### src/rtl/sine_phase_gen_pkg.sv
// rtl/sine_phase_gen_pkg.sv - shared types and helpers for the sine phase generator
package sine_phase_gen_pkg;

  typedef enum logic {
    IDLE = 1'b0,
    PEND = 1'b1
  } pg_state_t;

  function automatic int phase_w(input int aw, input int fw);
    return aw + fw;
  endfunction

endpackage

### src/rtl/sine_phase_gen_phase_acc.sv
// rtl/sine_phase_gen_phase_acc.sv - PW-bit phase accumulator with carry and registered wrap pulse
module phase_acc #(
  parameter int ADDRESS_WIDTH = 8,
  parameter int FRAC_WIDTH    = 8,
  parameter int PW            = ADDRESS_WIDTH + FRAC_WIDTH
) (
  input  logic                     i_clk,
  input  logic                     i_rst,
  input  logic                     i_en,
  input  logic [PW-1:0]            i_incr,
  output logic [ADDRESS_WIDTH-1:0] o_addr,
  output logic                     o_carry,
  output logic                     o_wrap
);

  logic [PW-1:0] r_phase;
  logic          r_wrap;
  logic [PW:0]   w_sum;

  assign w_sum   = {1'b0, r_phase} + {1'b0, i_incr};
  // Carry of the update happening at the coming edge; the FSM keys config loads on it.
  assign o_carry = i_en & w_sum[PW];
  assign o_addr  = r_phase[PW-1:FRAC_WIDTH];
  assign o_wrap  = r_wrap;

  always_ff @(posedge i_clk) begin
    if (i_rst) begin
      r_phase <= '0;
      r_wrap  <= 1'b0;
    end else begin
      r_wrap <= o_carry;
      if (i_en) r_phase <= w_sum[PW-1:0];
    end
  end

endmodule

### src/rtl/sine_phase_gen.sv
// rtl/sine_phase_gen.sv - phase-accumulator ROM address generator with glitch-free config loads
// Optional frequency sweep on wraps: SINE_PHASE_GEN_SWEEP_EN.
module sine_phase_gen
  import sine_phase_gen_pkg::*;
#(
  parameter int          ADDRESS_WIDTH = 8,
  parameter int          DATA_WIDTH    = 8,
  parameter int          FRAC_WIDTH    = 8,
  parameter int unsigned DEFAULT_INCR  = 1 << FRAC_WIDTH,
  parameter int unsigned DEFAULT_STEP  = 64
) (
  input  logic                                          clk,
  input  logic                                          rst,
  input  logic                                          en,
  input  logic                                          cfg_valid,
  output logic                                          cfg_ready,
  input  logic [phase_w(ADDRESS_WIDTH, FRAC_WIDTH)-1:0] cfg_incr,
  input  logic [DATA_WIDTH-1:0]                         cfg_step,
  output logic [ADDRESS_WIDTH-1:0]                      addr,
  output logic [DATA_WIDTH-1:0]                         step,
  output logic                                          wrap
`ifdef SINE_PHASE_GEN_SWEEP_EN
  ,
  input  logic [phase_w(ADDRESS_WIDTH, FRAC_WIDTH)-1:0] sweep_delta,
  input  logic [phase_w(ADDRESS_WIDTH, FRAC_WIDTH)-1:0] sweep_max
`endif
);

  localparam int PW = phase_w(ADDRESS_WIDTH, FRAC_WIDTH);

  pg_state_t             r_state, w_state_next;
  logic [PW-1:0]         r_incr, r_sh_incr;
  logic [DATA_WIDTH-1:0] r_step, r_sh_step;
  logic                  w_carry, w_capture, w_load;

  phase_acc #(
    .ADDRESS_WIDTH(ADDRESS_WIDTH),
    .FRAC_WIDTH   (FRAC_WIDTH),
    .PW           (PW)
  ) u_acc (
    .i_clk  (clk),
    .i_rst  (rst),
    .i_en   (en),
    .i_incr (r_incr),
    .o_addr (addr),
    .o_carry(w_carry),
    .o_wrap (wrap)
  );

  assign cfg_ready = (r_state == IDLE);
  assign step      = r_step;

  // A pending config lands on the carrying update (old incr used) or at once when stalled.
  always_comb begin
    w_state_next = r_state;
    w_capture    = 1'b0;
    w_load       = 1'b0;
    case (r_state)
      IDLE: begin
        if (cfg_valid) begin
          w_capture    = 1'b1;
          w_state_next = PEND;
        end
      end
      PEND: begin
        if (!en || w_carry) begin
          w_load       = 1'b1;
          w_state_next = IDLE;
        end
      end
      default: w_state_next = IDLE;
    endcase
  end

`ifdef SINE_PHASE_GEN_SWEEP_EN
  logic [PW-1:0] r_base_incr;
  logic [PW:0]   w_sweep_sum;

  assign w_sweep_sum = {1'b0, r_incr} + {1'b0, sweep_delta};

  always_ff @(posedge clk) begin
    if (rst) begin
      r_base_incr <= PW'(DEFAULT_INCR);
    end else if (w_load) begin
      r_base_incr <= r_sh_incr;
    end
  end
`endif

  always_ff @(posedge clk) begin
    if (rst) begin
      r_state   <= IDLE;
      r_incr    <= PW'(DEFAULT_INCR);
      r_step    <= DATA_WIDTH'(DEFAULT_STEP);
      r_sh_incr <= '0;
      r_sh_step <= '0;
    end else begin
      r_state <= w_state_next;
      if (w_capture) begin
        r_sh_incr <= cfg_incr;
        r_sh_step <= cfg_step;
      end
      if (w_load) begin
        r_incr <= r_sh_incr;
        r_step <= r_sh_step;
      end
`ifdef SINE_PHASE_GEN_SWEEP_EN
      else if (r_state == IDLE && w_carry && sweep_delta != '0) begin
        if (w_sweep_sum > {1'b0, sweep_max}) r_incr <= r_base_incr;
        else                                 r_incr <= w_sweep_sum[PW-1:0];
      end
`endif
    end
  end

endmodule

### config.mk
export PLATFORM = sky130hd
export DESIGN_NAME = sine_phase_gen
export DESIGN_NICKNAME = d
export VERILOG_FILES = /design/src/rtl/sine_phase_gen_pkg.sv /design/src/rtl/sine_phase_gen_phase_acc.sv /design/src/rtl/sine_phase_gen.sv
export SDC_FILE = /design/constraint.sdc
export NUM_CORES = 1
export LEC_CHECK = 0
export ABC_AREA = 0
export CAP_MARGIN = 20
export CORE_AREA = 2 2 88 90
export CTS_CLUSTER_SIZE = 30
export DETAILED_ROUTE_END_ITERATION = 7
export DIE_AREA = 0 0 90 92
export HOLD_SLACK_MARGIN = 0.02
export PLACE_DENSITY = 0.78
export SKIP_CTS_REPAIR_TIMING = 1
export SLEW_MARGIN = 20
export SYNTH_ARGS = -nofsm -noshare
export SYNTH_HDL_FRONTEND = slang
export SYNTH_SLANG_ARGS = --single-unit
### constraint.sdc
create_clock -name clk -period 3.2 [get_ports clk]
set_clock_uncertainty 0.05 [all_clocks]
set_input_delay 0.48 -clock clk [delete_from_list [all_inputs] [get_ports clk]]
set_output_delay 0.48 -clock clk [all_outputs]
set_load 0.01 [all_outputs]
Yosys cells after proc, flatten, opt, wreduce, memory -nomap -nowiden
Index checks and enable logic that the tools add are counted.
- bitwise operators: 2
- reductions and logical operators: 2
- multiplexer cells: 6
- $add $sub $neg: 1
- operator list (cell ; number):
    $add 16x16->17 ; 1
    $mux 1 ; 5
    $pmux 1 s2 ; 1
    $and 1x1->1 ; 1
    $logic_not 1->1 ; 1
    $logic_or 1x1->1 ; 1
    $not 1->1 ; 1
- output and inout bits: 18
- register bits: 66
- word-level logic and storage cells: 18

Logic depth before layout (Yosys ltp)
Gate-level depths: netlist (run 1).
- depth after elaboration: 5
- depth in mapped cells: 10
- gate-level depth less buffers: 8

Hierarchy
Synthesis (run 1) repeated with hierarchy kept, for this count alone.
- cell total of the unflattened synthesis: 418
- area total of the unflattened synthesis: 3540.9 um2
- by module, submodules not included (module ; cells each ; area an instance (um2) ; seq. area each (um2) ; times used):
    sine_phase_gen ; 216 ; 1970.6 ; 980.9 ; 1
    phase_acc ; 202 ; 1570.3 ; 340.3 ; 1

Worst setup path before layout (run 1)
Ideal clock, no wire load.
- path type: register to register
- start point: register r_incr[0]
- end point: register r_incr[8]
- arrival: 2252 ps
- data required time: 3030 ps
- setup time: 120 ps
- period minus slack after synthesis: 2421 ps
- path slack: 779 ps
- cell stages (with the launch flop): 11
- cell sequence: dfxtp_1 -> ha_1 -> fa_1 -> a21o_1 -> a221oi_2 -> o31a_2 -> a21oi_2 -> a32o_1 -> buf_6 -> buf_12 -> mux2i_1
- word-level cells in the longest chain between the ends: 5
- ends and longest elaborated chain (item ; line ; RTL):
    from (decl) ; sine_phase_gen.sv:32 ; logic [PW-1:0] r_incr, r_sh_incr;
    from (signal assigned) ; sine_phase_gen.sv:93 ; r_incr <= PW'(DEFAULT_INCR);
    from (signal assigned) ; sine_phase_gen.sv:104 ; r_incr <= r_sh_incr;
    $add 16x16->17 ; sine_phase_gen_phase_acc.sv:20 ; assign w_sum = {1'b0, r_phase} + {1'b0, i_incr};
    $and 1x1->1 ; sine_phase_gen_phase_acc.sv:22 ; assign o_carry = i_en & w_sum[PW];
    $logic_or 1x1->1 ; sine_phase_gen.sv:66 ; if (!en || w_carry) begin
    $mux 1 ; sine_phase_gen.sv:66 ;
    $mux 1 ; sine_phase_gen.sv:58 ; case (r_state)
No other way between the ends.
A chain may end at the register's enable or synchronous reset.

Worst setup path after layout (run 1)
- start point: register r_incr[0]
- end point: register r_incr[6]
The elaborated chain is that of the path after synthesis.

==> results of run 1 <==
==> final cells by class <==
type / instances / area (um^2) / share of cell area, %
flip-flops and latches: 66 / 1320 / 33.7
repair buffers: 50 / 488 / 12.4
clock buffers: 10 / 128 / 3.25
inverters: 6 / 22.5 / 0.574
clock inverters: 6 / 138 / 3.51
well taps: 102 / 128 / 3.25
multi-input cells: 278 / 1700 / 43.3
==> how the worst max path moves through the flow <==
stage                          from          to  cells after the start
final                     r_incr[0]   r_incr[6]                      9
after global routing      r_incr[0]   r_incr[9]                      9
after CTS                 r_incr[0]   r_incr[3]                      9
after detailed placement  r_incr[0]  r_incr[10]                      9
after global placement    r_incr[0]     step[4]                      9
after floorplan           r_incr[0]   r_incr[8]                     10
==> cells in the mapped netlist (2+ instances only) <==
library cell / number / share of area (%)
a311o_1: 2 / 0.62
and2_1: 3 / 0.58
buf_4: 8 / 1.9
nand3_1: 10 / 1.6
nor2b_1: 3 / 0.58
xnor2_1: 7 / 1.9
clkbuf_1: 18 / 2.1
nor2_1: 20 / 2.3
dfxtp_1: 66 / 41
o31a_1: 3 / 0.82
a21oi_1: 35 / 5.4
a211oi_1: 4 / 0.93
buf_12: 2 / 1.2
mux2i_1: 30 / 9.3
nor3_1: 6 / 0.93
o21ai_0: 3 / 0.47
inv_1: 5 / 0.58
ha_1: 16 / 6.2
nand2_1: 100 / 12
o21a_1: 5 / 1.2
o21ai_1: 2 / 0.31
a21o_1: 7 / 1.6
o311ai_1: 2 / 0.54
and3_1: 2 / 0.39
==> cells in the final DEF (no fill, tap or decap), drive strengths merged, types with 6 or more instances in the layout <==
cell and n:
nand2 100, dfxtp 66, clkdlybuf4s50 45, a21oi 36, mux2i 30, nor2 20
ha 16, nand3 10, clkbuf 10, a21o 7, xnor2 7, nor3 7
inv 6
==> kinds of logic after synthesis <==
| family | after synthesis |
|---|---|
| compound gates | 75 |
| xor+xnor | 7 |
| fa+ha+maj | 17 |
| buf+inv | 36 |
| flops | 66 |
| mux | 30 |
| simple gates | 149 |
==> worst min-delay path: stages (launching register included) <==
cell and delay, ps:
dfxtp_1 310, nand2_1 50, a21oi_1 50
==> state kept, by name, summed over array words and instances (netlist names) <==
register,count
r_incr,16
step,8
u_acc.o_wrap,1
u_acc.r_phase,16
r_sh_step,8
r_state,1
r_sh_incr,16
==> power by group <==
part / switching [W] / internal [W]
combinational: 0.000105 / 0.0000959
clock: 0.000328 / 0.000601
sequential: 0.0000205 / 0.000854
total: 0.000453 / 0.00155
==> per-layer routing <==
| layer | global-route usage (%) | wire length, um | vias to the layer above |
|---|---|---|---|
| li1 | - | - | 1364 |
| met1 | 22.1 | 3180 | 1207 |
| met2 | 27.8 | 3110 | 63 |
| met3 | 5.67 | 352 | 7 |
| met4 | 5.38 | 82 | 0 |
| met5 | 0 | 0 | - |
==> per-stage QoR <==
stage	util [%]	instance area, um^2	setup slack (ps)	hold WS, ps
4_1_cts	52.7	3920	532	409
5_1_grt	52.7	3920	393	418
2_1_floorplan	-	3220	779	387
6_report	52.7	3920	544	407
3_3_place_gp	49.1	3660	647	393
3_5_place_dp	49.1	3660	599	398
==> results.cfg, run 1 <==
[status]
outcome = finished clean

[synthesis]
synth.distinct_cells = 45
synth_seq_area_share_pct = 41.0
synth_edf_count = 0
yosys-mux-area-fraction_pct = 9.31
synth_fp_nets = 425
synthSimpleGateAreaFrac_pct = 19.2
synthCells = 380
yosys.area_share.adder_pct = 6.83
async_flop_share_pct = 0
synth.ff_latch_count = 66
synth_top_family_by_area = simple AND/OR/NAND/NOR gates
synth_area_per_cell_um2 = 8.49
ys_warn_count = 0
yosys.area_share.xor_xnor_pct = 1.90
synth_area_mm2 = 0.00322
synth_ff_type = dfxtp_1
synth_compound_area_share_pct = 15.4

[timing]
finalSetupViolCount = 0
maxSlewViolCount = 0
tightest_slew_ps = 768
slew_headroom_pct = 48.7
rsz0062_at_grt = false
fmax_mhz = 376
hold_viol = 0
period_needed_ps = 2660
min_period_over_period_pct = 83.0
finalSetupTns_ps = 0

[setup_path]
crit_family = compound AO/OA/AOI/OAI gates
critPathKind = reg2reg
reg2reg_to = r_incr[6]
r2r_cells = 9
r2r_slack_ps = 540
r2r_start = r_incr[0]
path_max_fanout = 25
crit_arrival_ps = 2820
path_buf_inv = 1
cp-start-kind = register
end_kind = register
cp_slowest_cell = fa_1
worstPathRequired_ps = 3370
critical_path.max_stage_delay_ps = 420
cp_cell_sequence = ha_1 > fa_1 > a21o_1 > a221oi_2 > o31a_2 > a21oi_2 > a32o_1 > buf_4 > mux2i_1

[power]
power_density_mw_per_mm2 = 511
max-vdd-ir-drop_uv = 302
power.total_w = 0.00200
p_leak_nw = 1.55

[clocking]
clk_path_buf_depth = 2
clk_latency_ps = 340
clk_pin_slew_ps = 70
numClockSinks = 66
cts_htree_levels = 3
cts_made_buffers = 9
cts_tree = done
root_buffer = clkbuf_8

[die]
die-area_mm2 = 0.00828
initial_core_util_pct = 43.3
dieWidth_um = 90
core_area_mm2 = 0.00745
die_h_um = 92
rows = 32
ios = 46

[drt]
ant_nets = 0
route.detailed.drc = 0
drt_iter0_drc = 154
wire_per_inst_um = 13.0
vias = 2641
finalWirelength_um = 6720
vias_per_cell = 5.10
first_pass_iters = 4

[cells_and_area]
fillCellCount = 696
drive_gt1_share_pct = 5.77
nets = 456
final_cells = 518
syn_to_final_growth_pct = 21.7
num_antenna_cells = 0

[global_route]
grt_max_degree = 48
grt_first_pass_wirelength_um = 11400
grt_overflow_total = 0
grtUsageTotal_pct = 17.3
antenna_found_initial = 0
grt_pass1_vias = 2428

[placement]
place_inst = 502
gp_congestion = 0.827
post-dp-hpwl_um = 4480
portBuffers = 45

[min_path]
hold_class = reg2reg
min_from = r_sh_incr[5]
hold-path-endpoint = r_sh_incr[5]
hold_depth = 2

[job]
cap_violations = 0
Power figures use the tool's default switching activity.
==> run 2, diff against run 1 <==
Clock period 3.2 ns to 2.7 ns, I/O delays scaled along.
==> run 2 against run 1 <==
- sequential share of layout area up 0.24 points
- global-route usage up 0.053 points
- cell count up 0.19%
- sequential power up 19%
- die area unchanged
- first-iteration DRC count up 2.6%
- core utilization down 0.37 points
- clock power down 3.1%
- worst hold slack worse by 2.6 ps
- register-to-register slack worse by 390 ps
- combinational power up 21%
==> results.cfg, run 2 (same netlist as run 1, synthesis figures left out) <==
[status]
outcome = finished clean

[global_route]
grtUsageTotal_pct = 17.3
grt_overflow_total = 0
grt_use_met3_pct = 4.44
antenna_found_initial = 0
busiest_layer = met2
grt_max_degree = 48
grt_first_pass_wirelength_um = 11600
use_met2_pct = 27.3
grt_pass1_vias = 2551
grtUsageMet1_pct = 22.7

[setup_path]
path_max_fanout = 25
cp_slowest_cell = fa_1
worstPathRequired_ps = 2870
r2r_start = r_incr[0]
path_buf_inv = 1
critical_path.max_stage_delay_ps = 410
end_kind = register
crit_arrival_ps = 2720
critPathKind = reg2reg
crit_start = r_incr[0]
crit_family = compound AO/OA/AOI/OAI gates
cp_cell_sequence = ha_1 > fa_1 > a21o_1 > a221oi_2 > o31a_2 > a21oi_2 > a32o_1 > buf_12 > mux2i_1
cp-start-kind = register

[clocking]
cts_tree = done
cts_htree_levels = 3
cts_made_buffers = 9
root_buffer = clkbuf_8
numClockSinks = 66
clk_latency_ps = 340
clk_path_buf_depth = 2
clk_pin_slew_ps = 70

[min_path]
min_from = r_sh_incr[5]
hold_class = reg2reg

[drt]
first_pass_iters = 4
vias_per_cell = 5.15
wire_per_inst_um = 13.3
ant_nets = 0
finalWirelength_um = 6890
route.detailed.drc = 0
drt_iter0_drc = 158
vias = 2672

[die]
dieWidth_um = 90
initial_core_util_pct = 43.3
core_area_mm2 = 0.00745
die-area_mm2 = 0.00828
ios = 46
die_h_um = 92
rows = 32

[power]
max-vdd-ir-drop_uv = 398
p_leak_nw = 1.54
power_density_mw_per_mm2 = 559

[timing]
maxSlewViolCount = 0
rsz0062_at_grt = false
min_period_over_period_pct = 94.3
finalSetupViolCount = 0
fmax_mhz = 393
tightest_slew_ps = 775
finalSetupTns_ps = 0
period_needed_ps = 2550
fin_ws_ps = 154
slew_headroom_pct = 48.2
hold_viol = 0
holdWs_ps = 404

[cells_and_area]
num_antenna_cells = 0
syn_to_final_growth_pct = 20.8
drive_gt1_share_pct = 6.24
nets = 457
final_cell_area_mm2 = 0.00389
layout_common_cells = 100 x nand2_1, 66 x dfxtp_1, 45 x clkdlybuf4s50_1
reg.largest.list = r_incr (16), r_sh_incr (16), u_acc.r_phase (16)
fillCellCount = 717
final_util_pct = 52.3
final_common_cell = nand2_1

[job]
cap_violations = 0

[placement]
pre_cts_slack_ps = 151
post-dp-hpwl_um = 4710
portBuffers = 45
gp_congestion = 0.773
post_dp_cell_area_mm2 = 0.00368
[run 2: cell types whose count changed in the layout (fill, tap and decap cells not counted), sizes merged]
cell / delta
inv: -1
buf: +1
clkinvlp: +2
clkbuf: -1
bufinv: -2
clkinv: +2
[run 2: worst paths after layout]
path,endpoint,slack (ps),depth (start not counted)
min,r_incr[5],400,2
max,step[7],150,9
min reg2reg,r_incr[5],400,2
max reg2reg,step[7],150,9
[run 2: cell type report]
class | count | area, um^2 | area share [%]
clock buffer | 9 | 124 | 3.18
clock inverter | 7 | 93.8 | 2.41
inverter | 6 | 22.5 | 0.578
multi-input combinational | 278 | 1700 | 43.6
sequential | 66 | 1320 | 33.9
tap | 102 | 128 | 3.28
timing repair buffer | 51 | 508 | 13.0
[run 2: power by group]
part,internal [W],leakage (nW),switching (W)
registers,0.00101,0.538,0.0000241
clock network,0.000517,0.105,0.000382
logic,0.000117,0.893,0.000127
total,0.00165,1.54,0.000534
[run 2: per-stage QoR]
step,instances,power (W)
after floorplan,380,0.00122
after global placement,503,0.00129
after detailed placement,503,0.00130
after CTS,519,0.00220
after global routing,519,0.00228
final,519,0.00218
[run 2: per-layer routing]
metal	vias up	routed length, um
li1	1359	-
met1	1225	3340
met2	74	3060
met3	14	361
met4	0	132
met5	-	0
[run 2: worst reg2reg max path: cells and delay by family (launching register included)]
family | cells | cell delay [ps]
multiplexers | 1 | 150
buffers and inverters | 1 | 180
adder cells (fa/ha/maj) | 2 | 630
AO/OA/AOI/OAI | 5 | 1100
flip-flops | 1 | 320
